[config.mk]
export PLATFORM = sky130hd
export DESIGN_NAME = sram_event_fifo
export DESIGN_NICKNAME = d
export VERILOG_FILES = /design/src/rtl/sram_event_fifo_pkg.sv /design/src/rtl/sram_fifo_ptr.sv /design/src/rtl/sram_event_fifo.sv
export SDC_FILE = /design/constraint.sdc
export NUM_CORES = 1
export LEC_CHECK = 0
export CAP_MARGIN = 5
export CORE_ASPECT_RATIO = 1.1
export CORE_MARGIN = 8
export CORE_UTILIZATION = 50
export DETAILED_ROUTE_END_ITERATION = 8
export DONT_BUFFER_PORTS = 1
export GPL_TIMING_DRIVEN = 0
export PLACE_DENSITY = 0.74
export SYNTH_ARGS = -nofsm -noshare
export SYNTH_HDL_FRONTEND = slang
export SYNTH_SLANG_ARGS = --single-unit
[constraint.sdc]
create_clock -name clk -period 6.15 [get_ports clk]
set_input_delay 0.3075 -clock clk [delete_from_list [all_inputs] [get_ports clk]]
set_output_delay 0.3075 -clock clk [all_outputs]
set_load 0.02 [all_outputs]
[src/rtl/sram_event_fifo_pkg.sv]
// sram_event_fifo_pkg
// Shared helpers for the SRAM-backed event FIFO:
//   BYTE_W       - bits per write-mask lane
//   addr_width() - SRAM address width for a given depth
//   level_width()- width of the occupancy count (SRAM words plus head register)
//   ptr_wrap()   - next value of a pointer that wraps DEPTH-1 -> 0
package sram_event_fifo_pkg;

  localparam int unsigned BYTE_W = 8;

  function automatic int unsigned addr_width(input int unsigned depth);
    return (depth < 2) ? 1 : $clog2(depth);
  endfunction

  // The head register can hold one word beyond the SRAM, so the count runs to DEPTH+1.
  function automatic int unsigned level_width(input int unsigned depth);
    return $clog2(depth + 2);
  endfunction

  // Depth need not be a power of two, so the wrap is an explicit compare.
  function automatic int unsigned ptr_wrap(input int unsigned p, input int unsigned depth);
    return (p == depth - 1) ? 0 : p + 1;
  endfunction

endpackage

[src/rtl/sram_fifo_ptr.sv]
// sram_fifo_ptr
// Wrapping SRAM address pointer, 0..DEPTH-1.
// Ports:
//   clk - clock
//   rst - synchronous active-high reset, returns the pointer to 0
//   inc - advance the pointer by one (wrapping) at the next edge
//   ptr - current pointer value
module sram_fifo_ptr
  import sram_event_fifo_pkg::*;
#(
  parameter int unsigned DEPTH = 16,
  parameter int unsigned AW    = 4
) (
  input  logic          clk,
  input  logic          rst,
  input  logic          inc,
  output logic [AW-1:0] ptr
);

  always_ff @(posedge clk) begin
    if (rst) begin
      ptr <= '0;
    end else if (inc) begin
      ptr <= AW'(ptr_wrap(32'(ptr), DEPTH));
    end
  end

endmodule

[src/rtl/sram_event_fifo.sv]
// sram_event_fifo
// Valid/ready FIFO controller using an external dual-port SRAM as storage.
// Port A only writes, port B only reads. The SRAM's registered read output is
// presented directly as the head entry, and out_valid tracks whether that
// registered word is a live entry, hiding the one-cycle read latency.
// Ports:
//   clk, rst                      - clock, synchronous active-high reset
//   in_valid/in_ready/in_data     - push stream
//   out_valid/out_ready/out_data  - pop stream (out_data is rdata_b)
//   level                         - SRAM words plus presented head
//   almost_full                   - only with SRAM_EVENT_FIFO_ALMOST_FULL_EN defined
//   ce_a/we_a/addr_a/wmask_a/wdata_a - SRAM write port
//   ce_b/we_b/addr_b/wmask_b/wdata_b - SRAM read port (write controls tied off)
//   rdata_b                       - SRAM registered read data
// Optional feature macro: SRAM_EVENT_FIFO_ALMOST_FULL_EN
module sram_event_fifo
  import sram_event_fifo_pkg::*;
#(
  parameter int unsigned WIDTH        = 16,
  parameter int unsigned DEPTH        = 16,
  parameter int unsigned AFULL_THRESH = DEPTH - 2,
  localparam int unsigned AW = addr_width(DEPTH),
  localparam int unsigned LW = level_width(DEPTH),
  localparam int unsigned MW = WIDTH / BYTE_W
) (
  input  logic             clk,
  input  logic             rst,
  input  logic             in_valid,
  output logic             in_ready,
  input  logic [WIDTH-1:0] in_data,
  output logic             out_valid,
  input  logic             out_ready,
  output logic [WIDTH-1:0] out_data,
  output logic [LW-1:0]    level,
`ifdef SRAM_EVENT_FIFO_ALMOST_FULL_EN
  output logic             almost_full,
`endif
  output logic             ce_a,
  output logic             we_a,
  output logic [AW-1:0]    addr_a,
  output logic [MW-1:0]    wmask_a,
  output logic [WIDTH-1:0] wdata_a,
  output logic             ce_b,
  output logic             we_b,
  output logic [AW-1:0]    addr_b,
  output logic [MW-1:0]    wmask_b,
  output logic [WIDTH-1:0] wdata_b,
  input  logic [WIDTH-1:0] rdata_b
);

  logic [AW-1:0] wr_ptr;
  logic [AW-1:0] rd_ptr;
  logic [LW-1:0] sram_cnt;
  logic          push;
  logic          rd_issue;

  // in_ready looks only at registered occupancy so out_ready never reaches it
  // combinationally. A read is issued only when the SRAM holds a word, which
  // also keeps the two ports off the same address.
  assign in_ready = !rst && (sram_cnt != LW'(DEPTH));
  assign push     = in_valid && in_ready;
  assign rd_issue = !rst && (sram_cnt != '0) && (!out_valid || out_ready);

  assign ce_a    = push;
  assign we_a    = push;
  assign addr_a  = wr_ptr;
  assign wmask_a = '1;
  assign wdata_a = in_data;

  assign ce_b    = rd_issue;
  assign we_b    = 1'b0;
  assign addr_b  = rd_ptr;
  assign wmask_b = '0;
  assign wdata_b = '0;

  assign out_data = rdata_b;
  assign level    = sram_cnt + LW'(out_valid);

  sram_fifo_ptr #(.DEPTH(DEPTH), .AW(AW)) u_wr_ptr (
    .clk (clk),
    .rst (rst),
    .inc (push),
    .ptr (wr_ptr)
  );

  sram_fifo_ptr #(.DEPTH(DEPTH), .AW(AW)) u_rd_ptr (
    .clk (clk),
    .rst (rst),
    .inc (rd_issue),
    .ptr (rd_ptr)
  );

  // The SRAM returns read data one edge after the issue, so out_valid is set by
  // the issue and held until the head is popped.
  always_ff @(posedge clk) begin
    if (rst) begin
      sram_cnt  <= '0;
      out_valid <= 1'b0;
    end else begin
      sram_cnt  <= sram_cnt + LW'(push) - LW'(rd_issue);
      out_valid <= rd_issue || (out_valid && !out_ready);
    end
  end

`ifdef SRAM_EVENT_FIFO_ALMOST_FULL_EN
  // Registered from the current level, so it trails level by one cycle.
  always_ff @(posedge clk) begin
    if (rst) begin
      almost_full <= 1'b0;
    end else begin
      almost_full <= (32'(level) >= AFULL_THRESH);
    end
  end
`else
  // The threshold has no function without the almost-full output.
  logic unused_afull_thresh;
  assign unused_afull_thresh = ^AFULL_THRESH;
`endif

endmodule

==> results.md <==
Yosys:
- Yosys printed 0 warnings.
- The fraction of synthesized cell area taken by the top area cell type is around 31%.
- In this run, distinct cell masters in the synthesized netlist total 34.
- The cell taking the most area after synthesis is sky130_fd_sc_hd__buf_4.
- The register area share after synthesis is between 20% and 30%.
- Summing every instance area after synthesis gives between 1000 and 1500 µm².
- In the synthesized netlist, the number of instances is around 160.
- The flip-flop and latch count after synthesis is 14.
- In this run the mean area of a mapped cell was roughly 8.4 µm².
- Ranked by total cell area, the synthesized netlist is headed by sky130_fd_sc_hd__buf_4 (31%), sky130_fd_sc_hd__dfxtp_1 (21%), sky130_fd_sc_hd__ha_1 (11%).

CTS:
- The clock tree buffer depth is 2.
- Buffers inserted during clock tree synthesis total 3.
- In this run, post-CTS hold repair placed 0 buffers.
- The clock drives 14 sinks.
- CTS built an H-tree with a depth of 1.
- The TritonCTS clock tree is yes.
- The post-CTS setup buffer count is 0.
- The root cell of the clock tree is sky130_fd_sc_hd__clkbuf_4.
- The post-CTS clock slew at the launch and capture registers of the worst setup and hold paths is ~90 ps.
- The number of resized instances in the post-cts repair step is 0.
- The insertion delay to the later sink of the worst-skew pair is just under 300 ps.

Worst setup path:
- Counting stages on the worst path, the most repeated cell is sky130_fd_sc_hd__ha_1.
- The critical path goes through inv_1 -> ha_1 -> nor4b_2 -> nor3_1 -> ha_1 -> inv_1 -> ha_1 -> fa_1 -> a21o_1 -> a2111oi_0 -> o21bai_1.
- The type of origin of the critical path is a flip-flop.
- The highest-delay cell along the critical path is sky130_fd_sc_hd__nor3_1.
- At the worst endpoint, the required time is ~6400 ps.
- The worst register-to-register path has a depth of 11.
- The critical path ends at sram_cnt[4].
- The arrival time at the worst endpoint is 3580 ps.
- The critical path startpoint is sram_cnt[2].
- The worst setup path is captured at a flip-flop.
- In this run the critical register-to-register path is launched from sram_cnt[2].
- The setup slack of the most critical reg-to-reg path is between 2000 and 3000 ps.
- The startpoint-to-endpoint class of the critical path is flip-flop to flip-flop.
- The largest incremental delay on the critical path is approximately 740 ps.
- The terminus of the critical flop-to-flop path is sram_cnt[4].
- The maximum fanout count along the critical path is 5.

Run:
- The number of violations of the max-capacitance limit is 0.

Power:
- The leakage dissipation is between 0.7 and 0.8 nW.
- The switching component of the power is between 0.2 and 0.3 mW.
- The maximum vdd drop is approximately 210 µV.
- The part of the power in combinational logic is approximately 56%.
- The internal portion of total power is just under 0.3 mW.
- Per report_power, the sequential group accounts for between 30% and 40% of the total.
- The part of the power in the clock network is roughly an eighth.
- Net switching is 47.6% of the power.
- Dividing total power by cell area gives a power density of between 300 and 400 nW/µm².

Final layout:
- In the final layout, the multi-input gates occupy about 660 µm².
- Across the whole layout, storage elements account for 280 µm².
- The number of diodes is 0.
- Summing all non-filler instances in the final layout gives an area of about 1500 µm².
- The area added between synthesis and finish is 11.2%.
- The filler cells instantiated in the layout total about 240.
- The share of final-layout standard cells stronger than drive strength 1 is 35.2%.
- For this run, the post-layout net count is about 230.

Global route:
- The initial antenna violation count is 0.
- Entering global routing, the biggest net connects 11 pins.
- The number of global-route vias before repair was ~1100.
- The remaining global-route overflow is 0.
- The first global-routing pass estimated approximately 5000 µm of wire.
- The total global routing track utilization is 13.0%.

Die:
- The area inside the core boundary is approximately 2500 µm².
- The width of the chip is 64.8 µm.
- The initial standard-cell utilization of the core is 52.5%.
- Row generation in the floorplan step produced 19 rows.
- The die span in y is 69.7 µm.
- The number of primary I/O pins is roughly 110.
- The area of the die is around 4500 µm².

Drt:
- For this block, the routed nets add up to approximately 3100 µm of wire.
- The average detailed-routed wire length per instance is about 15 µm.
- The iteration-0 DRC count of the detailed router is 48.
- Before antenna repair, the detailed router went through 4 iterations.
- The remaining routing DRC violations is 0.
- Summing over every cut layer, the via total after detailed routing is just over 1000.
- Dividing the detail-routed via count by the number of cells gives approximately 4.8.
- The detail route stage leaves a number of antenna-violating nets equal to 0.

Place:
- The routability congestion estimate from global placement is between 0.7 and 0.8.
- Summed over all nets, the half-perimeter wirelength after detailed placement is approximately 2700 µm.
- The count of port buffers added during placement is 0.
- The placed standard-cell area is about 1400 µm².

Timing:
- The worst-case headroom to the max-slew limit is about 40%.
- Static timing analysis puts the maximum clock frequency at between 200 and 300 MHz.
- Clock skew on the completed layout was measured at approximately 1.9 ps.
- Counting I/O delays and the setup requirement, the final critical path takes around 3400 ps.
- The total count of max-transition violations in the final report came to 0.
- The slew at the pin with the worst max-slew slack is between 800 and 900 ps.
- The hold violation count in the final report is 0.
- Setup repair after global routing left no endpoint under its margin.
- The worst hold slack is 170 ps.
- Dividing the final minimum period by the clock period gives a little over half.
- In the final timing run, aggregate negative setup slack is 0 ps.
- The final setup violation count is 0.

Min path:
- The worst hold-check path type is input pin to flip-flop.

Run status:
- The run finished with clean final reports.
## state kept, by name (all words and copies together) (netlist names)
signal / count
out_valid: 1
u_wr_ptr.ptr: 4
u_rd_ptr.ptr: 4
sram_cnt: 5
## layout by cell type (no fill, tap or decap), drive strengths merged, types with 4 or more instances in the layout
| master | count |
|---|---|
| buf | 54 |
| conb | 21 |
| dfxtp | 14 |
| ha | 12 |
| a21oi | 11 |
| inv | 9 |
| nand3 | 6 |
| clkbuf | 6 |
| nor2 | 5 |
| nor2b | 4 |
| o21ai | 4 |
## synth_stat cells
library cell,n
sky130_fd_sc_hd__nor4b_2,1
sky130_fd_sc_hd__a21oi_2,1
sky130_fd_sc_hd__xor2_1,2
sky130_fd_sc_hd__a21oi_1,10
sky130_fd_sc_hd__mux2_1,1
sky130_fd_sc_hd__and4b_1,1
sky130_fd_sc_hd__nor3_1,3
sky130_fd_sc_hd__fa_1,1
sky130_fd_sc_hd__o21ai_0,4
sky130_fd_sc_hd__or4b_4,1
sky130_fd_sc_hd__a31o_1,1
sky130_fd_sc_hd__a31oi_1,3
sky130_fd_sc_hd__o21bai_1,1
sky130_fd_sc_hd__clkbuf_1,2
sky130_fd_sc_hd__buf_4,54
sky130_fd_sc_hd__and4bb_2,1
sky130_fd_sc_hd__nor4_1,1
sky130_fd_sc_hd__nand2b_1,2
sky130_fd_sc_hd__nand4_1,1
sky130_fd_sc_hd__nand3_1,6
sky130_fd_sc_hd__mux2_2,1
sky130_fd_sc_hd__nor2_1,5
sky130_fd_sc_hd__and3_1,1
sky130_fd_sc_hd__nor2b_1,4
sky130_fd_sc_hd__o41ai_1,1
sky130_fd_sc_hd__nand2_1,3
sky130_fd_sc_hd__a21o_1,2
sky130_fd_sc_hd__ha_1,12
sky130_fd_sc_hd__dfxtp_1,14
sky130_fd_sc_hd__conb_1,2
sky130_fd_sc_hd__inv_1,9
sky130_fd_sc_hd__nand4bb_1,1
sky130_fd_sc_hd__a2111oi_0,1
sky130_fd_sc_hd__xnor2_1,3
## power by group through the flow
stage	combinational [mW]	sequential, mW	clock, mW
2_1_floorplan	0.270	0.166	0
3_3_place_gp	0.299	0.175	0
3_5_place_dp	0.309	0.178	0
4_1_cts	0.310	0.175	0.0686
5_1_grt	0.345	0.182	0.0746
6_report	0.308	0.175	0.0680
## layout make-up
class	count	area share (%)
multi-input cells	96	45.0
clock buffers	4	2.49
plain buffers	56	28.3
well taps	31	2.66
inverters	9	2.32
flip-flops and latches	14	19.2
## worst max-delay path: cells and delay by family, from the launching register on
| family | cells | cell delay, ps |
|---|---|---|
| AOI/OAI and AO/OA | 3 | 730 |
| adders and majority gates | 4 | 1090 |
| and+or+nand+nor | 2 | 940 |
| DFF | 1 | 420 |
| buffers and inverters | 2 | 130 |
## per-stage QoR
step / setup WS [ps] / utilization (%) / instances / power (mW)
detailed placement: 2830 / 56.9 / 206 / 0.487
finish: 2800 / 58.4 / 210 / 0.551
global route: 2530 / 58.4 / 210 / 0.602
CTS: 2810 / 58.4 / 210 / 0.553
global placement: 2870 / 56.9 / 206 / 0.474
floorplan: 3140 / - / 175 / 0.436
## cells by family (layout without fill, tap and decap cells)
kind of cell	Yosys count	in the layout	share of synthesized area, %
and+or+nand+nor	31	31	14.8
buffers and inverters	65	69	34.1
DFF	14	14	21.4
other	2	21	0.573
muxes	2	2	1.72
adders and majority gates	13	13	13.0
AOI/OAI and AO/OA	24	24	11.2
xor gates and xnor gates	5	5	3.34
## how the worst min path moves through the flow
stage	start	end	slack [ps]	depth (start not counted)
after floorplan	in_valid	u_wr_ptr.ptr[0]	460	2
final	in_valid	u_wr_ptr.ptr[0]	170	2
after CTS	in_valid	u_wr_ptr.ptr[0]	170	2
after detailed placement	in_valid	u_wr_ptr.ptr[0]	480	2
after global placement	in_valid	u_wr_ptr.ptr[0]	460	2
after global routing	in_valid	u_wr_ptr.ptr[1]	180	2
## metal layers
layer	share of wire (%)	track usage [%]	routed length, µm
met5	0	0	0
met4	1.7	5.58	51
met3	12	5.82	365
met2	50	22.6	1540
met1	36	12.8	1120
Power figures use the tool's default switching activity.
